`config.mk`:
```
export PLATFORM = sky130hd
export DESIGN_NAME = serial_subtractor
export DESIGN_NICKNAME = d
export VERILOG_FILES = /design/src/rtl/serial_subtractor.sv
export SDC_FILE = /design/constraint.sdc
export NUM_CORES = 1
export LEC_CHECK = 0
export ABC_CLOCK_PERIOD_IN_PS = 1700
export CORE_AREA = 2 2 58 60
export CTS_BUF_LIST = sky130_fd_sc_hd__clkbuf_16
export DETAILED_ROUTE_END_ITERATION = 10
export DIE_AREA = 0 0 60 62
export PLACE_DENSITY_LB_ADDON = 0.15
export SETUP_SLACK_MARGIN = 0.05
export SLEW_MARGIN = 20
export SYNTH_ARGS = -nofsm -noshare
export SYNTH_HDL_FRONTEND = slang
export SYNTH_SLANG_ARGS = --single-unit
```
`constraint.sdc`:
```
create_clock -name clk -period 1.7 [get_ports clk]
set_input_delay 0.255 -clock clk [delete_from_list [all_inputs] [get_ports clk]]
set_output_delay 0.255 -clock clk [all_outputs]
set_load 0.03 [all_outputs]
```
`src/rtl/serial_subtractor.sv`:
```
// Bit-serial subtractor: one full-subtractor cell plus a registered borrow
// produce a - b LSB first, one bit per clock, with a done pulse at the end.
module serial_subtractor #(
  parameter int WIDTH = 8
) (
  input  logic             clk,
  input  logic             rst,
  input  logic             start,
  input  logic [WIDTH-1:0] a,
  input  logic [WIDTH-1:0] b,
  output logic             busy,
  output logic             done,
  output logic [WIDTH-1:0] diff,
  output logic             borrow
);

  localparam int CW = (WIDTH > 1) ? $clog2(WIDTH) : 1;
  localparam logic [CW-1:0] LAST = CW'(WIDTH - 1);

  typedef enum logic [1:0] {
    IDLE = 2'd0,
    RUN  = 2'd1,
    DONE = 2'd2
  } state_t;

  state_t          state_r;
  state_t          state_s;
  logic [WIDTH-1:0] ra_r;
  logic [WIDTH-1:0] rb_r;
  logic             br_r;
  logic [CW-1:0]    count_r;
  logic             accept_s;
  logic             last_s;
  logic             d_s;
  logic             bo_s;
  logic             busy_s;
  logic             done_s;
  logic [WIDTH-1:0] shift_s;

  // Full-subtractor cell on the current LSBs and the carried borrow.
  always_comb begin
    d_s      = ra_r[0] ^ rb_r[0] ^ br_r;
    bo_s     = (~ra_r[0] & rb_r[0]) | (~(ra_r[0] ^ rb_r[0]) & br_r);
    last_s   = (count_r == LAST);
    accept_s = ((state_r == IDLE) || (state_r == DONE)) && start;
  end

  // Difference bits enter at the top of the minuend register as its bits are
  // consumed, so after WIDTH steps it holds the complete result.
  generate
    if (WIDTH == 1) begin : g_w1
      assign shift_s = d_s;
    end else begin : g_wn
      assign shift_s = {d_s, ra_r[WIDTH-1:1]};
    end
  endgenerate

  // State register.
  always_ff @(posedge clk or posedge rst) begin
    if (rst) begin
      state_r <= IDLE;
    end else begin
      state_r <= state_s;
    end
  end

  // Next-state logic; start is only honoured in IDLE and DONE.
  always_comb begin
    state_s = state_r;
    case (state_r)
      IDLE: begin
        if (start) state_s = RUN;
        else       state_s = IDLE;
      end
      RUN: begin
        if (last_s) state_s = DONE;
        else        state_s = RUN;
      end
      DONE: begin
        if (start) state_s = RUN;
        else       state_s = IDLE;
      end
      default: state_s = IDLE;
    endcase
  end

  // Output decode from the next state so busy/done come straight from flops.
  always_comb begin
    busy_s = (state_s == RUN);
    done_s = (state_s == DONE);
  end

  // Registered status outputs.
  always_ff @(posedge clk or posedge rst) begin
    if (rst) begin
      busy <= 1'b0;
      done <= 1'b0;
    end else begin
      busy <= busy_s;
      done <= done_s;
    end
  end

  // Operand capture, serial bit step and result capture on the final bit.
  always_ff @(posedge clk or posedge rst) begin
    if (rst) begin
      ra_r    <= {WIDTH{1'b0}};
      rb_r    <= {WIDTH{1'b0}};
      br_r    <= 1'b0;
      count_r <= {CW{1'b0}};
      diff    <= {WIDTH{1'b0}};
      borrow  <= 1'b0;
    end else if (accept_s) begin
      ra_r    <= a;
      rb_r    <= b;
      br_r    <= 1'b0;
      count_r <= {CW{1'b0}};
    end else if (state_r == RUN) begin
      ra_r    <= shift_s;
      rb_r    <= rb_r >> 1;
      br_r    <= bo_s;
      count_r <= count_r + CW'(1);
      if (last_s) begin
        diff   <= shift_s;
        borrow <= bo_s;
      end
    end
  end

endmodule

```
======== Word-level counts from Yosys, hierarchy flattened ========
Cells that the tools add are included.
storage, ports and cells
  bits in registers ....................... 33
  input port bits ......................... 19
  output and inout bits ................... 11
  word-level logic and storage cells ...... 40
cells by class
  $add $sub $neg .......................... 1
  eq/ne operators ......................... 5
  mux-type cells .......................... 11
  bitwise gates (word level) .............. 8
  reductions and logical operators ........ 6
operator list
  operator                                                               count
  8-bit two-way mux                                                      4
  3-bit two-way mux                                                      2
  2-bit by 1-bit equality test with 1-bit output, second input constant  2
  2-bit equality test, second input constant                             2
  2-bit case mux with 2 select lines                                     1
  3-bit by 1-bit adder with 3-bit output, second input constant          1
  3-bit equality test, second input constant                             1
  1-bit two-way mux                                                      3
  1-bit inverter                                                         3
  3-bit AND reduction                                                    1
  1-bit bitwise AND                                                      2
  2-bit zero test                                                        1
  2-bit two-way mux                                                      1
  2-bit nonzero test                                                     1
  2-bit OR reduction                                                     1
  1-bit XOR                                                              2
  1-bit logical AND                                                      1
  1-bit logical OR                                                       1
  1-bit bitwise OR                                                       1

======== Longest topological paths before layout ========
Gate-level depths: netlist (run 1).
  depth in word-level cells ............... 6
  depth in mapped cells ................... 6
  depth with buffers taken out ............ 5

======== Worst setup path before layout (run 1) ========
OpenSTA, ideal clock, no wires.
  kind .................................... register to register
  start point ............................. register count_r[0]
  end point ............................... register diff[7]
  setup time .............................. 0.125 ns
  arrival ................................. 1.230 ns
  path slack .............................. 0.345 ns
  stages on the path, launching flop included .. 5
  cells stage by stage .................... dfrtp_1 ha_1 ha_1 nand3b_4 mux2_2
between the ends
  cells in the longest elaborated chain, start to end .. 2
RTL lines
  item                           RTL line  RTL
  start, declared                31        logic [CW-1:0] count_r;
  start signal, assigned         110       count_r <= {CW{1'b0}};
  start signal, assigned         117       count_r <= {CW{1'b0}};
  start signal, assigned         122       count_r <= count_r + CW'(1);
  3-bit equality test            44        last_s = (count_r == LAST);
  3-bit AND reduction (no line)  -
  end signal, assigned           111       diff <= {WIDTH{1'b0}};
  end signal, assigned           124       diff <= shift_s;
  end, declared                  13        output logic [WIDTH-1:0] diff,
Every way passes these cells.
A chain may end at the register's enable or synchronous reset.

======== Worst setup path after layout (run 1) ========
  start point ............................. register diff[0]
  end point ............................... output port diff[0]
No word-level cell between the ends.

==> flow_summary.json, run 1 <==
{
  "die_h_um": 62,
  "path_class": "reg -> out",
  "h-tree-depth": 2,
  "cellPowerDensity_nw_per_um2": 2050,
  "yosysUniqueCellTypes": 25,
  "synth-compound-area-share": 0.158,
  "routed_wl_mm": 2.70,
  "die_w_um": 60,
  "layout-drive-gt1-share": 0.117,
  "required_ns": 1.44,
  "clock-root-buffer": "clkbuf_16",
  "grt_max_degree": 34,
  "synth_cells": 128,
  "clkSlewWorstSetupHoldPaths_ns": 0.05,
  "hold_buffers": 0,
  "cts_made_buffers": 5,
  "busiest_layer": "met2",
  "syn_avg_cell_area_sq_um": 11.2,
  "start_kind": "flip-flop",
  "ys_warn_count": 0,
  "power_leakage_uw": 0.000865,
  "rrSetupSlack_ns": 0.32,
  "final_hold_viol_count": 0,
  "multi_input_comb_area_sq_um": 482,
  "r2r-start": "count_r[0]$_DFFE_PP0P_",
  "vias": 1050,
  "crit_chain": "clkdlybuf4s50_1",
  "clkPwrFrac": 0.220,
  "grt_usage": 0.173,
  "combPwrFrac": 0.418,
  "nFillCells": 283,
  "p_seq_frac": 0.363,
  "drcViolationCount": 0,
  "synthSimpleGateAreaFrac": 0.125,
  "slew_headroom": 0.726,
  "antennaDiodeCount": 0,
  "synthMuxAreaShare": 0.0228,
  "synthAdderAreaFrac": 0.0315,
  "skew_ns": 0.00384,
  "p_int_uw": 2440,
  "globalRouteMet1Util": 0.208,
  "swShare": 0.370,
  "ys_seq_elements": 33,
  "cts_resized": 0,
  "final_area_sq_um": 1890,
  "final.period_utilization": 0.909,
  "path_max_fanout": 2,
  "ys_seq_area_frac": 0.578,
  "drv_cap": 0,
  "critical_path.slowest_cell": "clkdlybuf4s50_1",
  "fmax_mhz": 647,
  "drt-vias-per-instance": 5.02,
  "post_dp_cell_area_sq_um": 1750,
  "layout.nets": 184,
  "period_needed_ns": 1.55,
  "core_sq_um": 3180,
  "first_pass_iters": 4,
  "use_met2": 0.280,
  "synth_edf_count": 0,
  "port_buffers": 29,
  "worst_pin_slew_ns": 0.411,
  "p_switching_uw": 1430,
  "synth_top_family_by_area": "compound AO/OA/AOI/OAI gates",
  "rows": 21,
  "synth_area_leader_cell": "dfrtp_1",
  "grt_pass1_wl_mm": 4.53,
  "r2r-end": "diff[7]$_DFFE_PP0P_",
  "cts_setup_buffers": 0,
  "final_cell_mix": "dfrtp_1 (33), clkdlybuf4s50_1 (29), o22ai_1 (14)",
  "arrival_ns": 1.29,
  "synth_nets": 150,
  "status": "completed",
  "cp_num_buf_inv": 1,
  "first_global_vias": 985,
  "synth_top_cell_area_share": 0.578,
  "mostFrequentLayoutCell": "dfrtp_1",
  "cts.path.max_buffers": 2,
  "use_met3": 0.0455,
  "dpl.hpwl_mm": 1.84,
  "io_pins": 30,
  "syn_to_final_growth_pct": 32.1,
  "die_area_sq_um": 3720,
  "holdCritPathClass": "in -> async",
  "clock_sinks": 33,
  "critPathTopFamily": "buffers and inverters",
  "peakVddDrop_uv": 1010,
  "place_congestion": 0.699,
  "cts_tree": "yes",
  "cpPeakStageDelay_ns": 0.67,
  "reg2reg_depth": 4,
  "wire_per_inst_um": 12.9,
  "ant_nets": 0,
  "maxSlewViolCount": 0,
  "grt_remaining_overflow": 0,
  "ys_async_sr_fraction": 1.00,
  "end_kind": "output pin",
  "netlist_area_sq_um": 1430,
  "fin_setup_tns_ns": 0,
  "ys_top_cells_by_area": "dfrtp_1 (58%), o22ai_1 (6.1%), buf_6 (3.9%), o21ai_0 (3.5%), inv_1 (3.2%)",
  "synth_xor_xnor_area_share": 0,
  "start_util": 0.449,
  "antenna_found_initial": 0,
  "setup_violations": 0,
  "synth_ff_type": "dfrtp_1",
  "seqCellArea_sq_um": 826,
  "drt-initial-drc-count": 16,
  "rsz0062_at_grt": "false",
  "clk_latency_ns": 0.28
}
Yosys cell counts, types with 2 or more instances:
master / count
mux2_2: 2
nor2_1: 8
dfrtp_1: 33
inv_1: 12
buf_4: 2
nor2b_1: 3
ha_1: 2
nor3_1: 7
buf_6: 5
o22ai_1: 14
a21oi_1: 8
o21ai_0: 10
a22o_1: 3
nand2_1: 8
metal layers:
| metal | vias to the layer above | wire length [um] | share of wire |
|---|---|---|---|
| li1 | 511 | - | - |
| met1 | 487 | 1160 | 0.43 |
| met2 | 45 | 1280 | 0.47 |
| met3 | 7 | 196 | 0.073 |
| met4 | 0 | 63 | 0.023 |
| met5 | - | 0 | 0 |
sequential cells by signal, summed over array words and instances (netlist names):
| name | count |
|---|---|
| br_r | 1 |
| diff | 8 |
| busy | 1 |
| ra_r | 8 |
| count_r | 3 |
| borrow | 1 |
| state_r | 2 |
| done | 1 |
| rb_r | 8 |
worst max-delay path by stage:
stage	startpoint	endpoint	cells past startpoint
6_report	diff[0]$_DFFE_PP0P_	diff[0]	1
5_1_grt	diff[0]$_DFFE_PP0P_	diff[0]	1
4_1_cts	diff[0]$_DFFE_PP0P_	diff[0]	1
3_5_place_dp	start	count_r[2]$_DFFE_PP0P_	5
3_3_place_gp	start	count_r[2]$_DFFE_PP0P_	5
2_1_floorplan	count_r[0]$_DFFE_PP0P_	diff[7]$_DFFE_PP0P_	4
layout make-up:
class / count / area share
sequential: 33 / 0.437
multi-input combinational: 75 / 0.255
timing repair buffer: 35 / 0.178
clock buffer: 5 / 0.0663
tap: 46 / 0.0305
inverter: 12 / 0.0239
clock inverter: 3 / 0.00928
power by group through the flow:
stage / registers (uW) / logic (uW) / clock network, uW
final: 1400 / 1620 / 849
after global routing: 1460 / 1820 / 911
after CTS: 1400 / 1640 / 881
after detailed placement: 1410 / 1630 / 0
after global placement: 1390 / 1590 / 0
after floorplan: 1590 / 1010 / 0
cells by family (layout without fill, tap and decap cells):
family | after synthesis | count (layout)
adders and majority gates | 3 | 3
buffers and inverters | 20 | 55
muxes | 3 | 3
AOI/OAI and AO/OA | 38 | 38
DFF | 33 | 33
and+or+nand+nor | 31 | 31
stage by stage:
| step | power (uW) | std cells | hold slack, ns | setup slack, ns | utilization |
|---|---|---|---|---|---|
| global placement | 2990 | 201 | 0.462 | 0.280 | 0.549 |
| finish | 3870 | 209 | 0.364 | 0.155 | 0.594 |
| floorplan | 2590 | 128 | 0.384 | 0.345 | - |
| global route | 4190 | 209 | 0.431 | 0.0985 | 0.594 |
| CTS | 3920 | 209 | 0.380 | 0.130 | 0.594 |
| detailed placement | 3040 | 201 | 0.469 | 0.269 | 0.549 |
Power figures use the tool's default switching activity.
==> run 2, diff against run 1 <==
Settings changed: HOLD_SLACK_MARGIN set to 0.15, TNS_END_PERCENT set to 20.
==> results of run 2 <==
Final layout, timing and power as in run 1 (identical DEF).
